`src/rtl/instr_fetch_seq_if.sv`:
```
// Fetch sequencer bus: instruction memory port, branch/halt
// inputs from control, and the presented pc/instr/valid bundle.
interface instr_fetch_seq_if #(
    parameter int PC_W    = 8,
    parameter int INSTR_W = 32
);
    logic [PC_W-1:0]    imem_addr;
    logic [INSTR_W-1:0] imem_rdata;
    logic               branch_en;
    logic [PC_W-1:0]    branch_target;
    logic               halt;
    logic [PC_W-1:0]    pc;
    logic [INSTR_W-1:0] instr;
    logic               instr_valid;

    modport master (
        output imem_addr, pc, instr, instr_valid,
        input  imem_rdata, branch_en, branch_target, halt
    );

    modport slave (
        input  imem_addr, pc, instr, instr_valid,
        output imem_rdata, branch_en, branch_target, halt
    );
endinterface

```
`src/rtl/instr_fetch_seq.sv`:
```
// Instruction fetch sequencer: PC, sync imem read, debounced step / run tick.
// Ports: clk, rst (sync, active-low), run, step_n, bus (master), busy, halted.
module instr_fetch_seq #(
    parameter int PC_W       = 8,
    parameter int INSTR_W    = 32,
    parameter int DEB_CYCLES = 500000,
    parameter int RUN_DIV    = 25000000
) (
    input  logic              clk,
    input  logic              rst,
    input  logic              run,
    input  logic              step_n,
    instr_fetch_seq_if.master bus,
    output logic              busy,
    output logic              halted
);
    localparam int DEB_W = $clog2(DEB_CYCLES + 1);
    localparam int DIV_W = $clog2(RUN_DIV);

    typedef enum logic [2:0] {
        IDLE, FETCH, LATCH, EXEC, HALTED
    } state_t;

    state_t state_q, state_d;

    logic             step_meta, step_sync;
    logic [DEB_W-1:0] deb_cnt;
    logic             deb_level;
    logic             deb_done;
    logic             press;
    logic [DIV_W-1:0] div_cnt;
    logic             tick;
    logic             adv;

    logic [PC_W-1:0]    pc_q;
    logic [INSTR_W-1:0] instr_q;
    logic               valid_q;

    always_ff @(posedge clk) begin
        if (!rst) begin
            step_meta <= 1'b1;
            step_sync <= 1'b1;
        end else begin
            step_meta <= step_n;
            step_sync <= step_meta;
        end
    end

    // Counter runs only while the synced level differs from the
    // accepted level; any return to it restarts the count.
    assign deb_done = (step_sync != deb_level) &&
                      (deb_cnt == DEB_W'(DEB_CYCLES - 1));
    assign press    = deb_done && deb_level;

    always_ff @(posedge clk) begin
        if (!rst) begin
            deb_cnt   <= '0;
            deb_level <= 1'b1;
        end else if (step_sync == deb_level) begin
            deb_cnt <= '0;
        end else if (deb_done) begin
            deb_cnt   <= '0;
            deb_level <= step_sync;
        end else begin
            deb_cnt <= deb_cnt + DEB_W'(1);
        end
    end

    assign tick = (div_cnt == DIV_W'(RUN_DIV - 1));

    always_ff @(posedge clk) begin
        if (!rst || !run) begin
            div_cnt <= '0;
        end else if (tick) begin
            div_cnt <= '0;
        end else begin
            div_cnt <= div_cnt + DIV_W'(1);
        end
    end

    assign adv = run ? tick : press;

    always_ff @(posedge clk) begin
        if (!rst) begin
            state_q <= IDLE;
        end else begin
            state_q <= state_d;
        end
    end

    always_comb begin
        state_d = state_q;
        unique case (state_q)
            IDLE:    if (adv) state_d = FETCH;
            FETCH:   state_d = LATCH;
            LATCH:   state_d = EXEC;
            EXEC:    state_d = bus.halt ? HALTED : IDLE;
            HALTED:  state_d = HALTED;
            default: state_d = IDLE;
        endcase
    end

    always_comb begin
        busy   = 1'b0;
        halted = 1'b0;
        unique case (1'b1)
            state_q == HALTED: halted = 1'b1;
            state_q == FETCH,
            state_q == LATCH,
            state_q == EXEC:   busy = 1'b1;
            default: ;
        endcase
    end

    always_ff @(posedge clk) begin
        if (!rst) begin
            pc_q    <= '0;
            instr_q <= '0;
            valid_q <= 1'b0;
        end else begin
            valid_q <= (state_q == LATCH);
            if (state_q == LATCH) begin
                instr_q <= bus.imem_rdata;
            end
            if (state_q == EXEC && !bus.halt) begin
                if (bus.branch_en) begin
                    pc_q <= bus.branch_target;
                end else begin
                    pc_q <= pc_q + PC_W'(1);
                end
            end
        end
    end

    assign bus.imem_addr   = pc_q;
    assign bus.pc          = pc_q;
    assign bus.instr       = instr_q;
    assign bus.instr_valid = valid_q;
endmodule

```
`src/flat_wrapper.sv`:
```
// flat-port wrapper written by rule: the top's interface ports become plain ports
module instr_fetch_seq_flat 
#(
    parameter int PC_W       = 8,
    parameter int INSTR_W    = 32,
    parameter int DEB_CYCLES = 500000,
    parameter int RUN_DIV    = 25000000
)
  (clk, rst, run, step_n, busy, halted, bus_imem_addr, bus_pc, bus_instr, bus_instr_valid, bus_imem_rdata, bus_branch_en, bus_branch_target, bus_halt);
  instr_fetch_seq_if #(.PC_W(PC_W), .INSTR_W(INSTR_W)) bus_i ();
  input  logic clk;
  input  logic rst;
  input  logic run;
  input  logic step_n;
  output logic busy;
  output logic halted;
  output wire logic [$bits(bus_i.imem_addr)-1:0] bus_imem_addr;
  output wire logic [$bits(bus_i.pc)-1:0] bus_pc;
  output wire logic [$bits(bus_i.instr)-1:0] bus_instr;
  output wire logic [$bits(bus_i.instr_valid)-1:0] bus_instr_valid;
  input wire logic [$bits(bus_i.imem_rdata)-1:0] bus_imem_rdata;
  input wire logic [$bits(bus_i.branch_en)-1:0] bus_branch_en;
  input wire logic [$bits(bus_i.branch_target)-1:0] bus_branch_target;
  input wire logic [$bits(bus_i.halt)-1:0] bus_halt;
  assign bus_imem_addr = bus_i.imem_addr;
  assign bus_pc = bus_i.pc;
  assign bus_instr = bus_i.instr;
  assign bus_instr_valid = bus_i.instr_valid;
  assign bus_i.imem_rdata = bus_imem_rdata;
  assign bus_i.branch_en = bus_branch_en;
  assign bus_i.branch_target = bus_branch_target;
  assign bus_i.halt = bus_halt;
  instr_fetch_seq #(.PC_W(PC_W), .INSTR_W(INSTR_W), .DEB_CYCLES(DEB_CYCLES), .RUN_DIV(RUN_DIV)) u_core (.clk(clk), .rst(rst), .run(run), .step_n(step_n), .bus(bus_i), .busy(busy), .halted(halted));
endmodule
```
`config.mk`:
```
export PLATFORM = sky130hd
export DESIGN_NAME = instr_fetch_seq_flat
export DESIGN_NICKNAME = d
export VERILOG_FILES = /design/src/rtl/instr_fetch_seq_if.sv /design/src/rtl/instr_fetch_seq.sv /design/src/flat_wrapper.sv
export SDC_FILE = /design/constraint.sdc
export NUM_CORES = 1
export LEC_CHECK = 0
export ABC_AREA = 1
export BUFFER_PORTS_ARGS = -buffer_cell sky130_fd_sc_hd__buf_2
export CAP_MARGIN = 20
export CORE_ASPECT_RATIO = 0.7
export CORE_UTILIZATION = 35
export CTS_BUF_LIST = sky130_fd_sc_hd__clkbuf_16
export CTS_CLUSTER_DIAMETER = 30
export CTS_CLUSTER_SIZE = 30
export DETAILED_ROUTE_END_ITERATION = 7
export PLACE_DENSITY = 0.53
export SLEW_MARGIN = 40
export SYNTH_ARGS = -nofsm -noshare
export SYNTH_HDL_FRONTEND = slang
export SYNTH_SLANG_ARGS = --single-unit
export TNS_END_PERCENT = 20
```
`constraint.sdc`:
```
create_clock -name clk -period 3.32 [get_ports clk]
set_input_delay 0.664 -clock clk [delete_from_list [all_inputs] [get_ports clk]]
set_output_delay 0.664 -clock clk [all_outputs]
set_load 0.02 [all_outputs]
```
* Word level (Yosys, flattened, before mapping) *
Cells that the tools add are included.

storage, ports and cells
  bits in latches = 0
  input port bits = 46
  bits in read-only memories = 0
  flip-flop bits (word level) = 91
  memory bits (writable) = 0
  memories kept = 0
  word-level logic and storage cells = 42

operators by class
  reductions and logical operators = 12
  bitwise logic cells = 2
  multipliers = 0
  divide/modulo/power cells = 0
  $lt $le $gt $ge = 0
  shift operators = 0
  equal/unequal tests = 9
  add/subtract/negate cells = 3
  mux-type cells = 7

operators with widths
  operator                                               number
  adder 25 x 1 -> 25 bit, second input constant          1
  equality test 25 bit, second input constant            1
  adder 19 x 1 -> 19 bit, second input constant          1
  equality test 19 bit, second input constant            1
  case mux 3 bit (5 select lines)                        1
  adder 8 x 1 -> 8 bit, second input constant            1
  two-way mux 8 bit                                      1
  equality test 3 x 2 -> 1 bit, second input constant    2
  two-way mux 3 bit                                      2
  OR reduction 3 bit                                     2
  equality test 3 x 1 -> 1 bit, second input constant    1
  equality test 3 bit, second input constant             1
  logical AND 1 bit                                      3
  zero test 1 bit                                        3
  zero test 3 bit                                        1
  two-way mux 1 bit                                      3
  inequality test 2 x 1 -> 1 bit, second input constant  1
  inverter 1 bit                                         2
  AND reduction 2 bit                                    1
  OR reduction 2 bit                                     1
  equality test 1 bit                                    1
  logical OR 1 bit                                       1
  inequality test 1 bit                                  1

* Longest topological paths before layout *
  depth after elaboration = 6
  mapped depth = 9
  gate-level depth less buffers = 9

* Least setup slack after synthesis *
OpenSTA, ideal clock, no wires.

  kind = register to output
  start point = register u_core.state_q[0]
  end point = output halted
  arrival time = 828 ps
  required time = 2656 ps
  buffers on the path = 0
  setup slack = 1828 ps
  stages on the path, launching flop included = 4
  cells stage by stage = dfxtp_1 > nor2_1 > inv_1 > nor2_1

between the ends
  longest elaborated chain between the ends = 2

ends and longest elaborated chain
  item                    RTL line                source
  start, declared         instr_fetch_seq.sv:24   state_t state_q, state_d;
  start signal, assigned  instr_fetch_seq.sv:87   state_q <= state_d;
  equality test 3 bit     instr_fetch_seq.sv:107  state_q == HALTED: halted = 1'b1;
  two-way mux 1 bit       instr_fetch_seq.sv:106  unique case (1'b1)
  end, declared           flat_wrapper.sv:16      output logic halted;

Every way passes these cells.

* Worst setup path in the final report *
Same ends and word-level chain as after synthesis.

==> impl_metrics.csv <==
group,metric,value,unit
logic_synthesis,synth_adder_area_share,0.00875,
sta,fin_ws,1.39,ns
floorplan,rows,33,
place,io_buffers,96,
worst_setup_path,setup.worst_path.start,"u_core.state_q[0]",
route,wl_per_cell,12.4,um
logic_synthesis,synth-seq-cells,91,
place,place_ws,1.29,ns
run,cap_violations,0,
worst_setup_path,r2r_start,"u_core.div_cnt[0]",
clock_network,clock-sinks,91,
worst_setup_path,crit_required,2.66,ns
global_route,grt_pass1_vias,3761,
status,status,"complete, no violations",
finish,nNetsFinal,746,
route,ant_nets,0,
clock_network,clockRootBuffer,"clkbuf_16",
logic_synthesis,synth_top_family_by_area,"simple AND/OR/NAND/NOR gates",
clock_network,cts_max_level,3,
logic_synthesis,synth_xor_area_frac,0.0367,
clock_network,postCtsSetupRepairBufs,0,
sta,fin_tns_setup,0,ns
sta,hold_slack,0.418,ns
floorplan,coreArea,0.0118,mm2
global_route,grt_usage,0.178,
global_route,grt_overflow,0,
sta,finalWorstPathRequiredPeriod,1.93,ns
pwr,fin_total_pwr,2.36,mW
finish,syn2layout_area_growth,19.1,%
floorplan,die_y,94.6,um
clock_network,postCtsHoldBufs,0,
floorplan,initial_core_util,0.363,
clock_network,clk_pin_slew,0.06,ns
sta,rsz0062_at_grt,"false",
route,drc,0,
place,gp_congestion,0.913,
logic_synthesis,avgSynthCellArea,7.01,um2
pwr,powerDensity,462,mW/mm2
global_route,grt_pass1_wl,18.0,mm
finish,final_util,0.433,
route,firstDrtPassIters,5,
clock_network,insertion_delay,0.34,ns
pwr,ir_drop,0.274,mV
logic_synthesis,seq_area_frac_synth,0.425,
finish,drive_above_1_share,0.201,
finish,num_antenna_cells,0,
route,drt-initial-drc-count,222,
floorplan,die_w,134,um
sta,skew,0.00664,ns
finish,layout_common_cells,"145 x nor2_1, 114 x nand2_1, 96 x buf_2",
clock_network,cts_tree,"done",
floorplan,dieArea,0.0127,mm2
pwr,leakage,2.04,nW
clock_network,post_cts_resized,0,
sta,tightest_slew,0.668,ns
worst_setup_path,end_kind,"output pin",
logic_synthesis,yosys.area_share.simple,0.346,
route,vias_per_cell,4.70,
hold_path,hold_class,"reg -> reg",
clock_network,cts_inserted_buffers,9,
sta,slew_viol_final,0,
logic_synthesis,ys.warnings.count,0,
sta,slew_headroom,0.553,
sta,fmax,519,MHz
global_route,grt_max_degree,34,
route,via_count,4034,
worst_setup_path,setup.worst_path.class,"reg -> out",
worst_setup_path,worstPathMaxFanout,5,
logic_synthesis,synth_fp_nets,661,
finish,final_common_cell,"nor2_1",
logic_synthesis,syn_inst,612,
global_route,antenna_found_initial,0,
sta,setup_viol,0,
worst_setup_path,arrival,1.26,ns
place,hpwl,7.76,mm
logic_synthesis,synth_area,0.00429,mm2
sta,fin_crit_sh,0.580,
route,drt_wl_total,10.7,mm
logic_synthesis,synth-compound-area-share,0.100,
worst_setup_path,startpoint_type,"flip-flop",
floorplan,ios,97,
logic_synthesis,synth_mux_area_frac,0,
hold_path,hp-start,"u_core.step_meta",
sta,hold_violations,0,
logic_synthesis,ys_types,32,
clock_network,cts_buffer_depth,2,
## worst max-delay path: stages, from the launching register on
cell and delay [ns]:
dfxtp_1 0.35, nor2_1 0.19, inv_1 0.08, nor2_1 0.12, buf_2 0.18
## cell usage after synthesis
master,count,area (um2)
a211oi_1,2,15.0
a21oi_1,31,155
a21oi_2,4,35.0
a31oi_1,1,6.26
buf_1,1,3.75
buf_2,4,20.0
buf_4,8,60.1
buf_6,3,33.8
clkbuf_1,8,30.0
dfxtp_1,91,1820
ha_1,3,37.5
inv_1,56,210
nand2_1,114,428
nand2_2,5,31.3
nand2_4,1,11.3
nand3_1,19,95.1
nand3_2,3,30.0
nand3_4,1,17.5
nand3b_1,5,37.5
nand4_1,14,87.6
nor2_1,145,544
nor2_2,6,37.5
nor2_4,2,22.5
nor3_1,16,80.1
nor3_2,1,10.0
nor3_4,1,16.3
o21ai_0,42,210
o31ai_1,1,7.51
or2_0,2,12.5
or2_2,4,25.0
xnor2_1,6,52.6
xor2_1,12,105
## cells by family after synthesis
group / after synthesis
AO/OA/AOI/OAI: 81
XOR/XNOR: 18
adder cells (fa/ha/maj): 3
buffers and inverters: 80
flip-flops: 91
AND/OR/NAND/NOR: 339
## path summary, 6_finish.rpt
| path | end | cells after the start | slack, ns |
|---|---|---|---|
| worst max-delay path | halted | 4 | 1.39 |
| worst min-delay path | u_core.step_sync | 1 | 0.42 |
| worst max register to register | u_core.div_cnt[14] | 8 | 1.61 |
| worst min register to register | u_core.step_sync | 1 | 0.42 |
## stage by stage
stage | instances | area [um2]
after floorplan | 612 | 4290
after global placement | 843 | 4830
after detailed placement | 843 | 4830
after CTS | 859 | 5110
after global routing | 859 | 5110
final | 859 | 5110
## sequential cells by signal, summed over array words and instances (netlist names)
name	flops
u_core.deb_cnt	19
u_core.bus.instr	32
u_core.bus.imem_addr	8
u_core.step_meta	1
u_core.bus.instr_valid	1
u_core.state_q	3
u_core.step_sync	1
u_core.div_cnt	25
u_core.deb_level	1
## metal layers
layer	vias up	routed length, um	share of wire	global-route usage
li1	2106	-	-	-
met1	1796	5330	0.50	0.244
met2	121	4280	0.40	0.259
met3	11	936	0.088	0.0666
met4	0	107	0.010	0.0515
met5	-	0	0	0
## power by group
part | switching, mW | internal [mW] | total (mW)
combinational | 0.156 | 0.0776 | 0.233
sequential | 0.0248 | 1.14 | 1.16
clock | 0.453 | 0.513 | 0.967
## cell type report
type	instances	area [um2]
multi-input combinational	441	2110
tap	157	196
inverter	56	210
sequential	91	1820
clock inverter	7	50.0
fill	1246	6700
timing repair buffer	98	495
clock buffer	9	225
Power figures use the tool's default switching activity.
